==> config.mk <==
export PLATFORM = sky130hd
export DESIGN_NAME = dm_port_arbiter
export DESIGN_NICKNAME = d
export VERILOG_FILES = /design/src/rtl/dm_arb_pkg.sv /design/src/rtl/dm_arb_starve_ctr.sv /design/src/rtl/dm_port_arbiter.sv
export SDC_FILE = /design/constraint.sdc
export NUM_CORES = 1
export LEC_CHECK = 0
export ABC_CLOCK_PERIOD_IN_PS = 3400
export BUFFER_PORTS_ARGS = -buffer_cell sky130_fd_sc_hd__buf_2
export CAP_MARGIN = 30
export CORE_AREA = 8 8 90 112
export DETAILED_ROUTE_END_ITERATION = 6
export DIE_AREA = 0 0 98 120
export PLACE_DENSITY_LB_ADDON = 0.1
export SLEW_MARGIN = 20
export SYNTH_ARGS = -nofsm -noshare
export SYNTH_HDL_FRONTEND = slang
export SYNTH_HIERARCHICAL = 1
export SYNTH_SLANG_ARGS = --single-unit
==> constraint.sdc <==
create_clock -name clk -period 3.4 [get_ports clk]
set_clock_uncertainty 0.1 [all_clocks]
set_input_delay 0.68 -clock clk [delete_from_list [all_inputs] [get_ports clk]]
set_output_delay 0.68 -clock clk [all_outputs]
set_load 0.02 [all_outputs]
==> src/rtl/dm_arb_pkg.sv <==
// dm_arb_pkg: shared types, default widths and helpers for the data-memory port arbiter
// Contents: dm_arb_state_t (last-owner FSM state), DM_AW/DM_DW defaults,
//   cnt_w(limit) giving the width needed to hold 0..limit.
package dm_arb_pkg;

    typedef enum logic [1:0] {ST_IDLE, ST_A, ST_B, ST_BLOCK} dm_arb_state_t;

    localparam int DM_AW = 5;
    localparam int DM_DW = 32;

    function automatic int cnt_w(input int limit);
        return $clog2(limit + 1);
    endfunction

endpackage

==> src/rtl/dm_arb_starve_ctr.sv <==
// dm_arb_starve_ctr: saturating count of consecutive cycles port A waits without a grant
// Ports:
//   clk, rst_n      clock, asynchronous active-low reset
//   a_req, a_gnt    port A request and grant for the current cycle
//   cnt             current count, saturates at LIMIT
//   at_limit        cnt has reached LIMIT
module dm_arb_starve_ctr
    import dm_arb_pkg::*;
#(
    parameter int LIMIT = 8,
    parameter int W     = cnt_w(LIMIT)
) (
    input  logic         clk,
    input  logic         rst_n,
    input  logic         a_req,
    input  logic         a_gnt,
    output logic [W-1:0] cnt,
    output logic         at_limit
);

    assign at_limit = cnt == W'(LIMIT);

    always_ff @(posedge clk or negedge rst_n) begin
        if (!rst_n)
            cnt <= '0;
        else if (!a_req || a_gnt)
            cnt <= '0;
        else if (!at_limit)
            cnt <= cnt + 1'b1;
    end

endmodule

==> src/rtl/dm_port_arbiter.sv <==
// dm_port_arbiter: shares the single-port data memory between the CPU (A) and debug/DMA loader (B)
// Ports:
//   clk, rst_n                      clock, asynchronous active-low reset
//   a_req/a_we/a_addr/a_wdata       port A request (held until a_gnt)
//   a_gnt, a_rvalid, a_rdata        A grant (combinational), 1-cycle read response
//   b_req/b_we/b_addr/b_wdata, b_gnt, b_rvalid, b_rdata   same for port B
//   b_lock                          B asks to keep ownership across successive grants
//   b_lock_lost                     1-cycle pulse after the starvation guard broke a B lock
//   dm_addr, dm_wd, dm_we           drive to the memory
//   dm_rd                           combinational read data from the memory
// Build option: DM_ARB_RR_EN makes simultaneous requests alternate instead of favouring A.
module dm_port_arbiter
    import dm_arb_pkg::*;
#(
    parameter int AW           = DM_AW,
    parameter int DW           = DM_DW,
    parameter int STARVE_LIMIT = 8
) (
    input  logic          clk,
    input  logic          rst_n,
    input  logic          a_req,
    input  logic          a_we,
    input  logic [AW-1:0] a_addr,
    input  logic [DW-1:0] a_wdata,
    output logic          a_gnt,
    output logic          a_rvalid,
    output logic [DW-1:0] a_rdata,
    input  logic          b_req,
    input  logic          b_we,
    input  logic [AW-1:0] b_addr,
    input  logic [DW-1:0] b_wdata,
    output logic          b_gnt,
    output logic          b_rvalid,
    output logic [DW-1:0] b_rdata,
    input  logic          b_lock,
    output logic          b_lock_lost,
    output logic [AW-1:0] dm_addr,
    output logic [DW-1:0] dm_wd,
    output logic          dm_we,
    input  logic [DW-1:0] dm_rd
);

    localparam int CW = cnt_w(STARVE_LIMIT);

    dm_arb_state_t state, state_nxt;
    logic [CW-1:0] starve_cnt;
    logic          starve_hit;
    logic          lock_hold;
    logic          lock_break;
    logic          b_wins_both;

    dm_arb_starve_ctr #(.LIMIT(STARVE_LIMIT), .W(CW)) u_starve (
        .clk      (clk),
        .rst_n    (rst_n),
        .a_req    (a_req),
        .a_gnt    (a_gnt),
        .cnt      (starve_cnt),
        .at_limit (starve_hit)
    );

    always_comb begin
        lock_hold  = state == ST_BLOCK && b_req && b_lock && !starve_hit;
        lock_break = state == ST_BLOCK && starve_hit && a_req;
`ifdef DM_ARB_RR_EN
        b_wins_both = state == ST_A;
`else
        b_wins_both = 1'b0;
`endif
        // lock_hold and lock_break are exclusive via starve_hit; outside them
        // the tie between two requesters is settled by b_wins_both
        a_gnt     = !lock_hold && (lock_break || (a_req && !(b_req && b_wins_both)));
        b_gnt     = !lock_break && (lock_hold || (b_req && !(a_req && !b_wins_both)));
        state_nxt = a_gnt ? ST_A : b_gnt ? (b_lock ? ST_BLOCK : ST_B) : ST_IDLE;
        dm_we     = a_gnt ? a_we : b_gnt && b_we;
        dm_addr   = a_gnt ? a_addr : b_gnt ? b_addr : '0;
        dm_wd     = a_gnt ? a_wdata : b_gnt ? b_wdata : '0;
    end

    always_ff @(posedge clk or negedge rst_n) begin
        if (!rst_n) begin
            state       <= ST_IDLE;
            a_rvalid    <= 1'b0;
            b_rvalid    <= 1'b0;
            a_rdata     <= '0;
            b_rdata     <= '0;
            b_lock_lost <= 1'b0;
        end else begin
            state       <= state_nxt;
            a_rvalid    <= a_gnt && !a_we;
            b_rvalid    <= b_gnt && !b_we;
            b_lock_lost <= lock_break;
            if (a_gnt && !a_we)
                a_rdata <= dm_rd;
            if (b_gnt && !b_we)
                b_rdata <= dm_rd;
        end
    end

endmodule
==> metrics.cfg, run 1 <==
[run_status]
outcome = complete, no violations

[die]
num_io_pins = 220
start_util_pct = 40.1
die_width_um = 98
fp-row-count = 38
dieArea_mm2 = 0.0118
core_area_mm2 = 0.00842
fp.dieH_um = 120

[timing]
setup_violations = 0
hold_violations = 0
finalSetupTns_ns = 0
relSlewSlack_pct = 70.6
max_freq_mhz = 309
setup_ws_ns = 0.164
whs_ns = 0.173
fin_crit_sh_pct = 95.2
slew_viol_final = 0
worstMarginPinSlew_ns = 0.441
rsz0062_at_grt = no
finalCriticalPeriod_ns = 3.24

[place]
port_buffers = 219
place_ws_ns = 0.426
hpwl_um = 8130
place_inst = 530
routabilityCongestion = 0.853

[routing]
vias = 2711
wl_per_cell_um = 18.7
wl_um = 10200
drt-pass1-iter-count = 4
drc = 0
first_iter_violations = 68
vias_per_cell = 4.96
ant_nets = 0

[setup_path]
endpoint_kind = output port
crit_arrival_ns = 2.46
ff2ff_setup_slack_ns = 1.08
reg2reg_depth = 7
critPathKind = reg -> out
worstSetupStartpointType = flop
cp.required_ns = 2.62
rr_startpoint = u_starve/cnt[0]
timing.rr.end = b_rdata[4]
crit_fanout = 39

[job]
max_cap_violations = 0

[global_route]
grt_pass1_vias = 3020
antenna_found_initial = 0
grt-ovfl-total = 0
grt_first_pass_wirelength_um = 15900
grt_max_degree = 74
grt_use_total_pct = 17.4

[logic_synthesis]
synth_seq_cells = 73
ys_warn_count = 6
synth-edff-count = 0
synthCells = 220
synth_area_mm2 = 0.00338
synthFlopType = dfrtp_1
yosysTopAreaCell = dfrtp_1
yosys.area.top_type_share_pct = 54.1
synthArstFlopShare_pct = 100
syn_avg_cell_area_um2 = 15.3
synth_cell_types = 28
synth_area_leaders = dfrtp_1 54%, mux2_4 13%, mux2_2 10%
syn_nets = 335
synth-seq-area-share_pct = 54.1

[clock_network]
clk_latency_ns = 0.34
cts_tree = built
htreeDepth = 3
cts_sinks = 73
numCtsBuffers = 9
ctsLongestPathBuffers = 2
hold_buffers = 0
clk_pin_slew_ns = 0.08
cts_root_buf = clkbuf_8

[finish]
nets = 557
layout-drive-gt1-share_pct = 68.5
synthToLayoutAreaGrowth_pct = 42.1
n_antenna_cell = 0
fin_cells = 547

[power_and_ir_drop]
p_total_w = 0.00261
ir_drop_mv = 0.255
power_leakage_nw = 2.57
power_density_mw_per_mm2 = 544

[min_path]
worstHoldPathType = in -> async

## synth_stat cells (2+ instances only)
master    instances
clkbuf_1          2
or3b_1            2
buf_6             7
ha_1              2
mux2i_1           3
buf_4             2
nand2b_1          2
a22o_1           38
buf_2             4
mux2_4           29
inv_1             3
dfrtp_1          73
nand3b_1          5
mux2_2           31
mux2_1            4
## power by group
group          internal [W]  switching [W]
Combinational      0.000346       0.000439
Clock              0.000432       0.000314
Sequential          0.00101      0.0000693
## sequential cells by signal, summed over array words and instances (netlist names)
name	cells
b_lock_lost	1
b_rvalid	1
a_rvalid	1
a_rdata	32
u_starve/cnt	4
b_rdata	32
state	2
## area by class of cell
| cell class | count | area [µm²] |
|---|---|---|
| repair buffers | 226 | 1190 |
| inverters | 3 | 11.3 |
| clock buffers | 11 | 141 |
| flip-flops and latches | 73 | 1830 |
| fillers | 709 | 3620 |
| multi-input cells | 129 | 1430 |
| clock inverters | 5 | 78.8 |
| well taps | 100 | 125 |
## what timing repair did
| item | 4_1_cts | 5_1_grt |
|---|---|---|
| gates resized for setup | 0 | 3 |
| setup endpoints to repair | 0 | 32 |
| buffers inserted | 0 | 0 |
## layout by cell type, fill, tap and decap left out, drive strengths merged
| master | n |
|---|---|
| a21oi | 1 |
| bufinv | 2 |
| or3b | 2 |
| nor4b | 1 |
| a22o | 38 |
| clkbuf | 11 |
| xnor2 | 1 |
| and3b | 1 |
| buf | 226 |
| dfrtp | 73 |
| o21ai | 1 |
| inv | 3 |
| nand3 | 1 |
| nand3b | 5 |
| nand2b | 2 |
| and2b | 1 |
| ha | 2 |
| o21a | 1 |
| mux2 | 64 |
| nand4b | 1 |
| mux2i | 3 |
| nand2 | 1 |
| and4 | 1 |
| a21boi | 2 |
| clkinv | 3 |
## critical path, stage by stage, from the launching register on
cell and delay (ns):
dfrtp_1 0.41, inv_1 0.07, ha_1 0.19, and3b_1 0.27, nand4b_2 0.30, a21boi_2 0.23
buf_12 0.21, a22o_1 0.23, buf_2 0.20
## how the worst max path moves through the flow
stage          slack (ns)            start    endpoint  cells past startpoint
2_1_floorplan        0.59  u_starve/cnt[0]   dm_wd[22]                      8
3_3_place_gp         0.47  u_starve/cnt[0]  dm_addr[3]                      8
3_5_place_dp         0.43  u_starve/cnt[0]  dm_addr[3]                      8
4_1_cts              0.04  u_starve/cnt[0]  dm_addr[3]                      8
5_1_grt              0.01  u_starve/cnt[0]  dm_addr[3]                      8
6_report             0.16  u_starve/cnt[0]  dm_addr[3]                      8
## stage by stage
| step | area (µm²) | utilization [%] |
|---|---|---|
| global route | 4800 | 57.0 |
| detailed placement | 4540 | 54.0 |
| CTS | 4760 | 56.6 |
| global placement | 4540 | 54.0 |
| finish | 4800 | 57.0 |
| floorplan | 3380 | - |
## logic make-up after synthesis
family,count (synthesis),share of synthesized area (%)
AND/OR/NAND/NOR,16,4.15
flip-flops,73,54.1
XOR/XNOR,1,0.259
adder cells (fa/ha/maj),2,0.741
AO/OA/AOI/OAI,43,11.4
buffers and inverters,18,3.93
multiplexers,67,25.5
## metal layers
layer,vias up,GRT usage (%),routed length (µm)
met5,-,0,0
met2,143,28.2,4990
met3,13,8.29,1060
met1,1287,19.2,4030
met4,0,7.53,155
li1,1268,-,-
Note: power is estimated with default switching activity, not from simulation.
==> run 2: changes to the inputs <==
--- a/config.mk
+++ b/config.mk
@@ -6,7 +6,7 @@
 export NUM_CORES = 1
 export LEC_CHECK = 0
 export ABC_CLOCK_PERIOD_IN_PS = 3400
-export BUFFER_PORTS_ARGS = -buffer_cell sky130_fd_sc_hd__buf_2
+export BUFFER_PORTS_ARGS = -buffer_cell sky130_fd_sc_hd__clkbuf_2
 export CAP_MARGIN = 30
 export CORE_AREA = 8 8 90 112
 export DETAILED_ROUTE_END_ITERATION = 6
==> run 2 against run 1 <==
Compared with the run above:
- combinational power decreased by 0.5%
- worst setup slack improved by 0.0024 ns
- die area unchanged
- critical path depth unchanged
- routed wire length decreased by 0.46%
- count of clock-buffer cells in the layout increased by 2
- total power decreased by 4.7%
- register-to-register slack about the same
- cell count decreased by 0.18%
- utilization decreased by 0.36 points
- largest power group unchanged
==> metrics.cfg, run 2 (same netlist as run 1, synthesis figures left out) <==
[timing]
worstMarginPinSlew_ns = 0.397  ; -0.0440 ns
slew_viol_final = 0  ; unchanged
relSlewSlack_pct = 73.5  ; +2.9 points
finalSetupTns_ns = 0  ; unchanged
max_freq_mhz = 309  ; about the same
fin_crit_sh_pct = 95.1  ; about the same
setup_violations = 0  ; unchanged
hold_violations = 0  ; unchanged
rsz0062_at_grt = no
finalCriticalPeriod_ns = 3.23  ; -0.00238 ns
whs_ns = 0.155  ; -0.0172 ns

[clock_network]
htreeDepth = 3  ; unchanged
cts_root_buf = clkbuf_8
cts_setup_buffers = 0  ; unchanged
cts_sinks = 73  ; unchanged
numCtsBuffers = 9  ; unchanged
ctsLongestPathBuffers = 2  ; unchanged
clk_latency_ns = 0.34  ; about the same
cts_tree = built
clk_pin_slew_ns = 0.07  ; about the same

[setup_path]
cpLargestDelayFamily = simple AND/OR/NAND/NOR gates
critical_path.max_stage_delay_ns = 0.40  ; about the same
crit_fanout = 35  ; -10%
crit_slowest_cell = dfrtp_1
worstSetupStartpointType = flop
worstPathCellList = inv_1, ha_1, and3b_1, nand4b_2, a21boi_4, buf_12, a22o_1, clkbuf_2
critPathBufInv = 3  ; unchanged
endpoint_kind = output port
crit_arrival_ns = 2.45  ; about the same
cp.required_ns = 2.62  ; about the same
critPathKind = reg -> out

[die]
fp.dieH_um = 120  ; unchanged
start_util_pct = 40.1  ; unchanged
fp-row-count = 38  ; unchanged
dieArea_mm2 = 0.0118  ; unchanged
die_width_um = 98  ; unchanged
num_io_pins = 220  ; unchanged
core_area_mm2 = 0.00842  ; unchanged

[finish]
nets = 557  ; unchanged
fin_util_pct = 56.6  ; -0.36 points
final_common_cell = clkbuf_2
final_cell_mix = 218 x clkbuf_2, 73 x dfrtp_1, 38 x a22o_1, 31 x mux2_2, 29 x mux2_4
fillers = 726  ; +2.4%
reg_top3 = a_rdata x32, b_rdata x32, u_starve/cnt x4
layout-drive-gt1-share_pct = 68.6  ; +0.15 points
synthToLayoutAreaGrowth_pct = 41.2
n_antenna_cell = 0  ; unchanged

[routing]
wl_per_cell_um = 18.7  ; -0.28%
drt-pass1-iter-count = 4  ; unchanged
ant_nets = 0  ; unchanged
vias = 2710  ; -0.037%
vias_per_cell = 4.96  ; +0.15%
drc = 0  ; unchanged
first_iter_violations = 36  ; -47%
wl_um = 10200  ; -0.46%

[min_path]
worstHoldPathType = in -> async

[power_and_ir_drop]
p_total_w = 0.00248  ; -4.7%
power_density_mw_per_mm2 = 521  ; -4.1%
power_leakage_nw = 2.58  ; +0.41%
ir_drop_mv = 0.182  ; -29%

[place]
port_buffers = 219  ; unchanged
hpwl_um = 8300  ; +2.2%
routabilityCongestion = 0.866  ; +1.5%

[job]
max_cap_violations = 0  ; unchanged

[run_status]
outcome = complete, no violations

[global_route]
grt_pass1_vias = 3094  ; +2.5%
grt-ovfl-total = 0  ; unchanged
grt_first_pass_wirelength_um = 16100  ; +1.4%
grt_max_degree = 74  ; unchanged
grt_use_total_pct = 17.6  ; +0.18 points
antenna_found_initial = 0  ; unchanged

run 2: cell types whose count changed in the layout (fill, tap and decap cells not counted), moves of 2 or more:
cell	delta
buf_2	-218
clkbuf_2	+218
bufinv_16	-2
clkbuf_8	+2
run 2: worst paths after layout:
check / endpoint / depth (start not counted) / start / slack, ns
min: a_rdata[23] / 1 / rst_n / 0.16
min reg2reg: b_rdata[20] / 1 / b_rdata[20] / 0.39
max in group asynchronous: b_rdata[6] / 2 / rst_n / 2.48
max reg2reg: b_rdata[31] / 7 / u_starve/cnt[0] / 1.08
min in group clk: b_rdata[20] / 1 / b_rdata[20] / 0.39
max: dm_wd[31] / 8 / u_starve/cnt[0] / 0.17
run 2: final cells by class:
cell class	count	area [µm²]	area share [%]
Sequential cell	73	1830	38.3
Multi-Input combinational cell	129	1430	30.1
Timing Repair Buffer	226	1190	24.9
Clock buffer	13	169	3.54
Tap cell	100	125	2.62
Clock inverter	2	12.5	0.262
Inverter	3	11.3	0.236
run 2: metal layers:
metal	up-vias	track usage (%)	wire, µm
li1	1262	-	-
met3	16	9.56	1160
met2	142	28.8	4980
met1	1290	18.5	3830
met5	-	0	0
met4	0	7.23	219
run 2: where the power goes:
| group | total, W | leakage [nW] | internal, W | switching (W) |
|---|---|---|---|---|
| Combinational | 0.000781 | 1.61 | 0.000343 | 0.000438 |
| Sequential | 0.00108 | 0.873 | 0.00101 | 0.0000751 |
| Clock | 0.000620 | 0.0915 | 0.000320 | 0.000300 |
run 2: timing repair:
item / 4_1_cts / 5_1_grt
resized for setup: 0 / 2
hold buffers: 0 / 0
endpoints found under the setup margin: 0 / 34
run 2: per-stage QoR:
step                      area [µm²]  std cells  setup slack, ns
after global placement          4560        530            0.478
final                           4770        546            0.166
after CTS                       4740        545           0.0529
after global routing            4770        546           0.0214
after floorplan                 3380        220            0.588
after detailed placement        4560        530            0.434
==> run 3: changes to the inputs <==
--- a/config.mk
+++ b/config.mk
@@ -8,9 +8,10 @@
 export ABC_CLOCK_PERIOD_IN_PS = 3400
 export BUFFER_PORTS_ARGS = -buffer_cell sky130_fd_sc_hd__clkbuf_2
 export CAP_MARGIN = 30
-export CORE_AREA = 8 8 90 112
+export CORE_AREA = 8 8 99 101
 export DETAILED_ROUTE_END_ITERATION = 6
-export DIE_AREA = 0 0 98 120
+export DIE_AREA = 0 0 107 109
+export GPL_TIMING_DRIVEN = 0
 export PLACE_DENSITY_LB_ADDON = 0.1
 export SLEW_MARGIN = 20
 export SYNTH_ARGS = -nofsm -noshare
==> run 3 against run 2 <==
Compared with the run above:
- worst setup slack gained 0.024 ns
- utilization up 1.4 points
- non-clock buffer count is 9 higher
- sequential power about the same
- critical path type unchanged
- hold slack improved by 0.059 ns
- routed wire length rose by 3.3%
- count of clock-buffer cells in the layout decreased by 3
- register-to-register slack got worse by 0.03 ns
- die area fell by 0.82%
- cell count up 3.1%
==> metrics.cfg, run 3 (same netlist as run 1, synthesis figures left out) <==
[finish]
synthToLayoutAreaGrowth_pct = 44.1
nets = 566  ; +1.6%
reg_top3 = a_rdata x32, b_rdata x32, u_starve/cnt x4
final_common_cell = clkbuf_2
final_cell_mix = 219 x clkbuf_2, 72 x dfrtp_1, 38 x a22o_1, 31 x mux2_2, 29 x mux2_4
n_antenna_cell = 0  ; unchanged
fin_util_pct = 58.1  ; +1.4 points
layout-drive-gt1-share_pct = 69.0  ; +0.40 points

[routing]
first_iter_violations = 110  ; +210%
drt-pass1-iter-count = 3  ; -1
vias = 2691  ; -0.70%
ant_nets = 0  ; unchanged
wl_um = 10500  ; +3.3%
drc = 0  ; unchanged
wl_per_cell_um = 18.7  ; +0.15%
vias_per_cell = 4.78  ; -3.7%

[clock_network]
htreeDepth = 3  ; unchanged
cts_tree = built
ctsLongestPathBuffers = 2  ; unchanged
clk_latency_ns = 0.33  ; about the same
cts_sinks = 73  ; unchanged
clk_pin_slew_ns = 0.08  ; about the same
hold_buffers = 0  ; unchanged
numCtsBuffers = 9  ; unchanged
cts_root_buf = clkbuf_8

[timing]
finalSetupTns_ns = 0  ; unchanged
rsz0062_at_grt = no
max_freq_mhz = 312  ; +0.74%
relSlewSlack_pct = 69.5  ; -4.0 points
hold_violations = 0  ; unchanged
fin_crit_sh_pct = 94.4  ; -0.70 points
whs_ns = 0.214  ; +0.0589 ns
setup_ws_ns = 0.190  ; +0.0238 ns
worstMarginPinSlew_ns = 0.458  ; +0.0606 ns
slew_viol_final = 0  ; unchanged
setup_violations = 0  ; unchanged
finalCriticalPeriod_ns = 3.21  ; -0.0238 ns

[setup_path]
endpoint_kind = output port
crit_path_start = u_starve/cnt[1]
critPathKind = reg -> out
cp.required_ns = 2.62  ; about the same
worstSetupStartpointType = flop
crit_arrival_ns = 2.43  ; -0.02 ns
rr_startpoint = u_starve/cnt[1]
crit_fanout = 10  ; -71%
ff2ff_setup_slack_ns = 1.05  ; -0.03 ns
reg2reg_depth = 8  ; +1

[power_and_ir_drop]
power.share.combinational_pct = 29.5  ; -1.9 points
power_frac_clock_pct = 29.8  ; +4.8 points
power_density_mw_per_mm2 = 546  ; +4.9%
p_sw_share_pct = 30.9  ; -1.8 points
net-switching-power_w = 0.000822  ; +1.0%
ir_drop_mv = 0.215  ; +19%
power_frac_seq_pct = 40.7  ; -2.9 points
p_int_w = 0.00184  ; +10%
power_leakage_nw = 2.63  ; +2.2%

[die]
die_width_um = 107  ; +9.2%
fp.dieH_um = 109  ; -9.2%
core_area_mm2 = 0.00838  ; -0.42%
dieArea_mm2 = 0.0117  ; -0.82%
start_util_pct = 40.3  ; +0.17 points
num_io_pins = 220  ; unchanged
fp-row-count = 34  ; -11%

[place]
routabilityCongestion = 0.815  ; -5.8%
hpwl_um = 8720  ; +5.0%
place_ws_ns = 0.378  ; -0.0555 ns
port_buffers = 219  ; unchanged

[job]
max_cap_violations = 0  ; unchanged

[min_path]
worstHoldPathType = in -> async

[global_route]
grt_first_pass_wirelength_um = 16200  ; +0.43%
grt-ovfl-total = 0  ; unchanged
antenna_found_initial = 0  ; unchanged
grt_use_total_pct = 18.0  ; +0.40 points
grt_max_degree = 43  ; -42%
grt_pass1_vias = 3036  ; -1.9%

[run_status]
outcome = complete, no violations

run 3: changes by cell type in the layout (fill, tap and decap cells not counted), sizes merged:
cell | before | now
bufinv | 0 | 3
clkinvlp | 1 | 0
inv | 3 | 4
buf | 8 | 14
run 3: worst max-delay path, cell delays in order, from the launching register on:
cell and delay [ns]:
dfrtp_1 0.41, inv_1 0.06, ha_1 0.17, and3b_1 0.18, buf_6 0.13, nand4b_2 0.26, a21boi_2 0.18, buf_4 0.19
buf_4 0.18, a22o_1 0.13, clkbuf_2 0.20
run 3: power groups by stage:
stage | registers (W) | clock network (W) | logic [W]
after floorplan | 0.00126 | 0 | 0.000295
after global placement | 0.00109 | 0 | 0.000785
after detailed placement | 0.00110 | 0 | 0.000800
after CTS | 0.00108 | 0.000814 | 0.000801
after global routing | 0.00110 | 0.000852 | 0.000841
final | 0.00108 | 0.000793 | 0.000784
run 3: worst paths after layout:
path	endpoint
max	dm_wd[15]
min	b_rdata[26]
max reg2reg	a_rdata[18]
min reg2reg	b_rdata[6]
max in group asynchronous	u_starve/cnt[0]
min in group clk	b_rdata[6]
run 3: repair_timing:
item | in CTS | in global routing
setup endpoints to repair | 2 | 11
gates resized for setup | 1 | 1
pin swaps | 0 | 1
setup buffers | 0 | 1
run 3: through the flow:
| step | cells | cell area (µm²) | power, W |
|---|---|---|---|
| after CTS | 563 | 4860 | 0.00270 |
| after detailed placement | 548 | 4630 | 0.00190 |
| final | 563 | 4870 | 0.00266 |
| after global placement | 547 | 4610 | 0.00188 |
| after global routing | 563 | 4870 | 0.00279 |
| after floorplan | 220 | 3380 | 0.00156 |
run 3: final cells by class:
class | instances | area [µm²]
multi-input cells | 129 | 1420
repair buffers | 221 | 1130
well taps | 108 | 135
clock buffers | 10 | 128
inverters | 3 | 11.3
fillers | 735 | 3510
flip-flops and latches | 73 | 1830
plain buffers | 14 | 118
clock inverters | 5 | 104
run 3: per-layer routing:
layer / vias to the layer above / global-route usage [%] / wire [µm]
li1: 1279 / - / -
met1: 1268 / 17.7 / 3680
met2: 132 / 32.3 / 5440
met3: 12 / 8.33 / 1170
met4: 0 / 7.14 / 226
met5: - / 0 / 0
